File: src/rtl/keccak_pkg.sv
// keccak_scheduler shared types and helpers.
// Holds the FSM encoding, default latency and the nonce-insert function.
package keccak_pkg;

  typedef enum logic [1:0] {
    S_IDLE,
    S_RUN,
    S_DRAIN,
    S_DONE
  } state_t;

  localparam int HASH_LATENCY_DEF = 74;
  localparam int NONCE_WORD_DEF   = 0;

  // Word k occupies bits [511-64k -: 64], i.e. a left shift of 448-64k.
  function automatic logic [511:0] insert_nonce(
    input logic [511:0] hdr,
    input int           idx,
    input logic [63:0]  nonce
  );
    logic [8:0]   sh;
    logic [511:0] mask;
    sh   = 9'(448 - 64 * idx);
    mask = {448'b0, {64{1'b1}}} << sh;
    return (hdr & ~mask) | ({448'b0, nonce} << sh);
  endfunction

endpackage

File: src/rtl/valid_delay.sv
// In-flight tracker for the keccak core: one bit per pipeline slot.
// o_any reports bits still in flight behind the current tail.
module valid_delay #(
  parameter int DEPTH = 74
) (
  input  logic clk,
  input  logic rst_n,
  input  logic i_clr,
  input  logic i_in,
  output logic o_tail,
  output logic o_any
);

  logic [DEPTH-1:0] r_line;

  always_ff @(posedge clk or negedge rst_n) begin
    if (!rst_n) begin
      r_line <= '0;
    end else if (i_clr) begin
      r_line <= '0;
    end else begin
      r_line <= {r_line[DEPTH-2:0], i_in};
    end
  end

  assign o_tail = r_line[DEPTH-1];
  assign o_any  = |r_line[DEPTH-2:0];

endmodule

File: src/rtl/keccak_scheduler.sv
// Job sequencer for the pipelined keccak512 core: issues nonces,
// tracks in-flight hashes and hands qualifying nonces to the host.
module keccak_scheduler
  import keccak_pkg::*;
#(
  parameter int HASH_LATENCY = HASH_LATENCY_DEF,
  parameter int NONCE_WORD   = NONCE_WORD_DEF
) (
  input  logic         clk,
  input  logic         rst_n,
  input  logic         start,
  input  logic         abort,
  input  logic [511:0] header,
  input  logic [63:0]  start_nonce,
  input  logic [63:0]  end_nonce,
  input  logic [63:0]  target,
  output logic [511:0] core_data,
  input  logic [511:0] core_hash,
  output logic         busy,
  output logic         done,
  output logic         gold_valid,
  input  logic         gold_ready,
  output logic [63:0]  gold_nonce,
  output logic [63:0]  gold_word,
  output logic [63:0]  hashes_done,
  output logic [15:0]  dropped
);

  state_t r_state;
  state_t w_next;

  logic [511:0] r_hdr;
  logic [511:0] r_core_data;
  logic [63:0]  r_end;
  logic [63:0]  r_target;
  logic [63:0]  r_issue;
  logic [63:0]  r_ret;
  logic [63:0]  r_hashes;
  logic [15:0]  r_dropped;
  logic         r_gold_valid;
  logic [63:0]  r_gold_nonce;
  logic [63:0]  r_gold_word;

  logic w_tail;
  logic w_any;
  logic w_push;
  logic w_last;
  logic w_accept;
  logic w_ret;
  logic w_found;
  logic w_load;
  logic w_unused_hash;

  assign w_last   = (r_issue == r_end);
  assign w_push   = (r_state == S_RUN);
  assign w_accept = start & ~abort &
                    ((r_state == S_IDLE) | (r_state == S_DONE));
  // An abort also discards whatever reaches the tail that cycle.
  assign w_ret    = w_tail & ~abort;
  assign w_found  = w_ret & (core_hash[63:0] <= r_target);
  assign w_load   = w_found & (~r_gold_valid | gold_ready);

  assign w_unused_hash = ^core_hash[511:64];

  valid_delay #(
    .DEPTH (HASH_LATENCY)
  ) u_vline (
    .clk    (clk),
    .rst_n  (rst_n),
    .i_clr  (abort),
    .i_in   (w_push),
    .o_tail (w_tail),
    .o_any  (w_any)
  );

  always_ff @(posedge clk or negedge rst_n) begin
    if (!rst_n) begin
      r_state <= S_IDLE;
    end else begin
      r_state <= w_next;
    end
  end

  always_comb begin
    w_next = r_state;
    unique case (r_state)
      S_IDLE, S_DONE: if (start) w_next = S_RUN;
      S_RUN:          if (w_last) w_next = S_DRAIN;
      S_DRAIN:        if (!w_any) w_next = S_DONE;
    endcase
    if (abort) w_next = S_IDLE;
  end

  always_ff @(posedge clk or negedge rst_n) begin
    if (!rst_n) begin
      r_hdr       <= '0;
      r_core_data <= '0;
      r_end       <= '0;
      r_target    <= '0;
      r_issue     <= '0;
      r_ret       <= '0;
      r_hashes    <= '0;
      r_dropped   <= '0;
    end else if (w_accept) begin
      r_hdr       <= header;
      r_end       <= end_nonce;
      r_target    <= target;
      r_issue     <= start_nonce;
      r_ret       <= start_nonce;
      r_hashes    <= '0;
      r_dropped   <= '0;
      r_core_data <= insert_nonce(header, NONCE_WORD, start_nonce);
    end else begin
      if (w_push && !abort && !w_last) begin
        r_issue     <= r_issue + 64'd1;
        r_core_data <= insert_nonce(r_hdr, NONCE_WORD,
                                    r_issue + 64'd1);
      end
      if (w_ret) begin
        r_hashes <= r_hashes + 64'd1;
        r_ret    <= r_ret + 64'd1;
      end
      if (w_found && !w_load && (r_dropped != 16'hFFFF)) begin
        r_dropped <= r_dropped + 16'd1;
      end
    end
  end

  always_ff @(posedge clk or negedge rst_n) begin
    if (!rst_n) begin
      r_gold_valid <= 1'b0;
      r_gold_nonce <= '0;
      r_gold_word  <= '0;
    end else if (w_load) begin
      r_gold_valid <= 1'b1;
      r_gold_nonce <= r_ret;
      r_gold_word  <= core_hash[63:0];
    end else if (r_gold_valid && gold_ready) begin
      r_gold_valid <= 1'b0;
    end
  end

  assign core_data   = r_core_data;
  assign busy        = (r_state == S_RUN) | (r_state == S_DRAIN);
  assign done        = (r_state == S_DONE);
  assign gold_valid  = r_gold_valid;
  assign gold_nonce  = r_gold_nonce;
  assign gold_word   = r_gold_word;
  assign hashes_done = r_hashes;
  assign dropped     = r_dropped;

endmodule

File: config.mk
export PLATFORM = sky130hd
export DESIGN_NAME = keccak_scheduler
export DESIGN_NICKNAME = d
export VERILOG_FILES = /design/src/rtl/keccak_pkg.sv /design/src/rtl/valid_delay.sv /design/src/rtl/keccak_scheduler.sv
export SDC_FILE = /design/constraint.sdc
export NUM_CORES = 2
export LEC_CHECK = 0
export ABC_AREA = 1
export BUFFER_PORTS_ARGS = -buffer_cell sky130_fd_sc_hd__buf_2
export CORE_AREA = 2 2 750 752
export DETAILED_ROUTE_END_ITERATION = 12
export DIE_AREA = 0 0 752 754
export MAX_ROUTING_LAYER = met4
export SLEW_MARGIN = 10
export SYNTH_ARGS = -nofsm -noshare
export SYNTH_HDL_FRONTEND = slang
export SYNTH_HIERARCHICAL = 1
export SYNTH_SLANG_ARGS = --single-unit
File: constraint.sdc
create_clock -name clk -period 2.2 [get_ports clk]
set_input_delay 0.22 -clock clk [delete_from_list [all_inputs] [get_ports clk]]
set_output_delay 0.22 -clock clk [all_outputs]
set_load 0.005 [all_outputs]
==> results by group <==
Cells and area
  – Fin nets: around 12k
  – Fillers: ~62k
  – Post-route cell area: about 100000 um2
  – Multi-input combinational cell area: 25000 um2
  – Finished Layout Cells: 18.3k
  – P&R area growth vs syn: 63.2%
  – Register cell area after layout: ~36000 um2
  – Share of cells above drive strength 1: between 20 and 30%

Power
  – Pint: 75.7 mW
  – Design Power: 128 mW
  – Power Dens Cells: 1230 nW/um2
  – Seq pwr share: 32.7%
  – Net Sw Frac: about two fifths
  – Leakage: a little over 50 nW
  – Peak VDD IR: between 0.0007 and 0.0008 V
  – Switch Pwr: slightly above 50 mW
  – Share of total power in combinational logic: between 40% and 50%
  – Clock Power Share: 25.3%

Worst hold path
  – Hold Startpoint: target[9]
  – Worst Hold Path Cells: 4
  – Worst Hold Class: in2reg

Synthesis
  – Ys async rst share: 100%
  – Leading area contributor after synthesis: dfrtp_1
  – Top-area cell type share of the netlist area: a little under three fifths
  – Count leader, synth: nand2_1
  – Post-synthesis cell type count: 54
  – Most common library cells after synthesis: nand2_1 (3316), dfrtp_1 (1437), nand3_1 (633)
  – Ys Warns: 6
  – Syn Std Cell Area: about 63000 um2
  – Syn_area_per_cell: roughly 8.3 um2
  – Top FF cell, synth: dfrtp_1
  – Synthesized net count: between 8k and 9k
  – Gate Count Post-Synth: around 7.6k
  – Number of synthesized flops with an enable pin: 0
  – Synthesized flop and latch total: between 1k and 1.5k
  – Largest cells by area after synthesis: dfrtp_1 (57%), nand2_1 (20%), nand3_1 (5.0%)
  – Sequential fraction of the synthesis area: approximately 57%

GRT
  – Initial antenna violation count: 287
  – Largest net degree at the start of global routing: 110
  – Vias in the first global route: around 65k
  – First-pass GRT wire length: approximately 570000 um
  – Gr usage total: ~15%
  – Gr ovfl total: 0

Timing
  – TNS Setup: -214.99 ns
  – Max Clock Freq: between 300 and 400 MHz
  – Final period util: 119%
  – Final critical-path required period: about 2.6 ns
  – Max Slew Vio Count: 0
  – # setup viols final: between 800 and 900
  – Post-route setup slack: -0.408 ns
  – Count of final hold-check violations: 0
  – Relative slew slack: a little over half
  – RSZ-0062 raised after global routing: true
  – Fin Clk Skew: approximately 0.057 ns
  – Worst slew pin tran: approximately 0.70 ns

Clocking
  – Clock slew at the register clock pins of the worst setup and hold paths: about 0.06 ns
  – Maximum root-to-sink buffer count: 4
  – Num CTS Buffers: 181
  – Clk_lat worst skew: just under 0.9 ns
  – CTS root buf: clkbuf_16
  – TritonCTS Sinks: around 1.4k
  – Htree depth: 4
  – CTS tree: yes

Placed design
  – DP Area: between 80000 and 90000 um2
  – Placed insts: ~17k
  – Dpl ws: -0.526 ns
  – Hpwl dp: ~350000 um
  – RD Place Congestion: slightly below 1
  – IO Port Bufs: 1431

Floorplan
  – Width of the chip: 752 um
  – FP Rows: about 280
  – Die Y: between 700 and 800 um
  – Initial core utilization: about 11%
  – Die area: between 500000 and 600000 um2
  – Io pins: between 1.5k and 2k
  – Core Area: about 560000 um2

Drt
  – DR vias/cell: 3.64
  – Final ANT Viol Nets: 0
  – Via Count: about 67k
  – Drt first pass iters: 6
  – WL final: ~430000 um
  – Iter 0 DRT Violations: between 6k and 7k
  – Wire per inst: 23.7 um
  – Residual DRC count: 0

Setup path
  – Critical Path Source: r_end[15]$_DFFE_PN0P_
  – CP Data Arrival Time: 3.36 ns
  – Worst-path fanout max: 33
  – Crit. End Element: register
  – WS Path Type: reg2reg
  – R2R cell count: 15
  – Required @ worst endpoint: 2.95 ns
  – Startpoint types: register
  – R2R Path Start: r_end[15]$_DFFE_PN0P_

Status
  – Failing checks: negative setup slack
  – Status: complete, but fails checks

Run
  – MaxCap Viol Count: 0
[metrics by stage]
stage | hold WS (ns) | util (%)
floorplan | -0.0756 | -
global placement | 0.265 | 15.3
detailed placement | 0.260 | 15.3
CTS | 0.0000585 | 18.0
global route | 0.0524 | 18.5
finish | 0.123 | 18.5
[cell usage in the layout, fill, tap and decap left out, types with 18 or more instances in the layout]
master / count
nand2_1: 3175
dfrtp_1: 1437
buf_2: 1430
dlygate4sd3_1: 750
buf_4: 706
nand3_1: 610
inv_1: 451
nor2_1: 358
diode_2: 213
clkbuf_16: 210
o21ai_0: 192
buf_12: 113
o21ai_1: 103
nor3_1: 99
nand2_2: 92
a21oi_1: 87
nand4_1: 80
xor2_1: 74
xnor2_1: 70
ha_1: 65
nand2_4: 50
buf_16: 45
o211ai_1: 37
clkbuf_1: 34
nand3_2: 29
buf_6: 28
clkbuf_8: 27
o21ai_2: 26
bufinv_16: 23
clkinv_2: 22
nor2_2: 19
nor4_1: 18
[logic make-up after synthesis]
logic type,Yosys count,synth area share (%)
xor gates and xnor gates,150,2.07
and+or+nand+nor,4605,29.8
AOI/OAI and AO/OA,491,4.20
DFF,1437,56.7
adders and majority gates,71,1.40
buffers and inverters,855,5.87
[state kept, by name (all words and copies together) (netlist names)]
| register | count |
|---|---|
| r_end | 64 |
| core_data | 512 |
| gold_word | 64 |
| gold_nonce | 64 |
| dropped | 16 |
| u_vline/r_line | 74 |
| hashes_done | 64 |
| r_ret | 64 |
| gold_valid | 1 |
| r_state | 2 |
| r_hdr | 448 |
| r_target | 64 |
[power by group through the flow]
stage	registers [mW]	logic, mW	clock network [mW]
floorplan	41.3	20.7	0
global placement	41.6	45.8	0
detailed placement	41.8	46.3	0
CTS	41.5	51.0	33.2
global route	42.6	58.4	34.0
finish	41.7	53.7	32.2
[critical path: stages (launching register included)]
cell and delay [ns]:
dfrtp_1 0.40, xnor2_1 0.16, nand4_1 0.26, nor2_1 0.17, buf_4 0.16, nand2_4 0.05, nor2_4 0.12, nand2_4 0.11
nand2_8 0.13, buf_12 0.11, nand2_8 0.11, buf_12 0.18, clkbuf_16 0.18, buf_12 0.18, nand2_1 0.10, nand2_1 0.05
[final timing paths]
path,to,slack [ns]
max,core_data[106]$_DFFE_PN0P_,-0.41
min,r_target[9]$_DFFE_PN0P_,0.12
max reg2reg,core_data[106]$_DFFE_PN0P_,-0.41
min reg2reg,r_hdr[17]$_DFFE_PN0P_,0.47
max in group asynchronous,r_hdr[354]$_DFFE_PN0P_,1.07
min in group asynchronous,hashes_done[25]$_DFFE_PN0P_,0.31
[timing repair]
item / in CTS / in global routing
setup buffers: 33 / 48
hold buffers: 751 / 0
pin swaps: 21 / 46
resized for setup: 168 / 293
endpoints found under the setup margin: 984 / 1172
gates cloned: 29 / 30
endpoints found under the hold margin: 1968 / 0
[layer usage]
metal | vias to the layer above | share of wire, % | track usage (%)
met1 | 32462 | 42 | 18.8
met4 | 0 | 6.0 | 7.37
met5 | - | 0 | -
li1 | 30215 | - | -
met3 | 731 | 11 | 4.80
met2 | 3345 | 41 | 21.2
[layout make-up]
type                            instances  area share [%]
Clock inverter                         77            1.10
Timing Repair Buffer                 3109            23.8
Sequential cell                      1437            34.7
Tap cell                             7479            9.04
Inverter                              469            1.72
Multi-Input combinational cell       5319            24.1
Antenna cell                          213           0.515
Clock buffer                          245            4.93
Note: power is estimated with default switching activity, not from simulation.
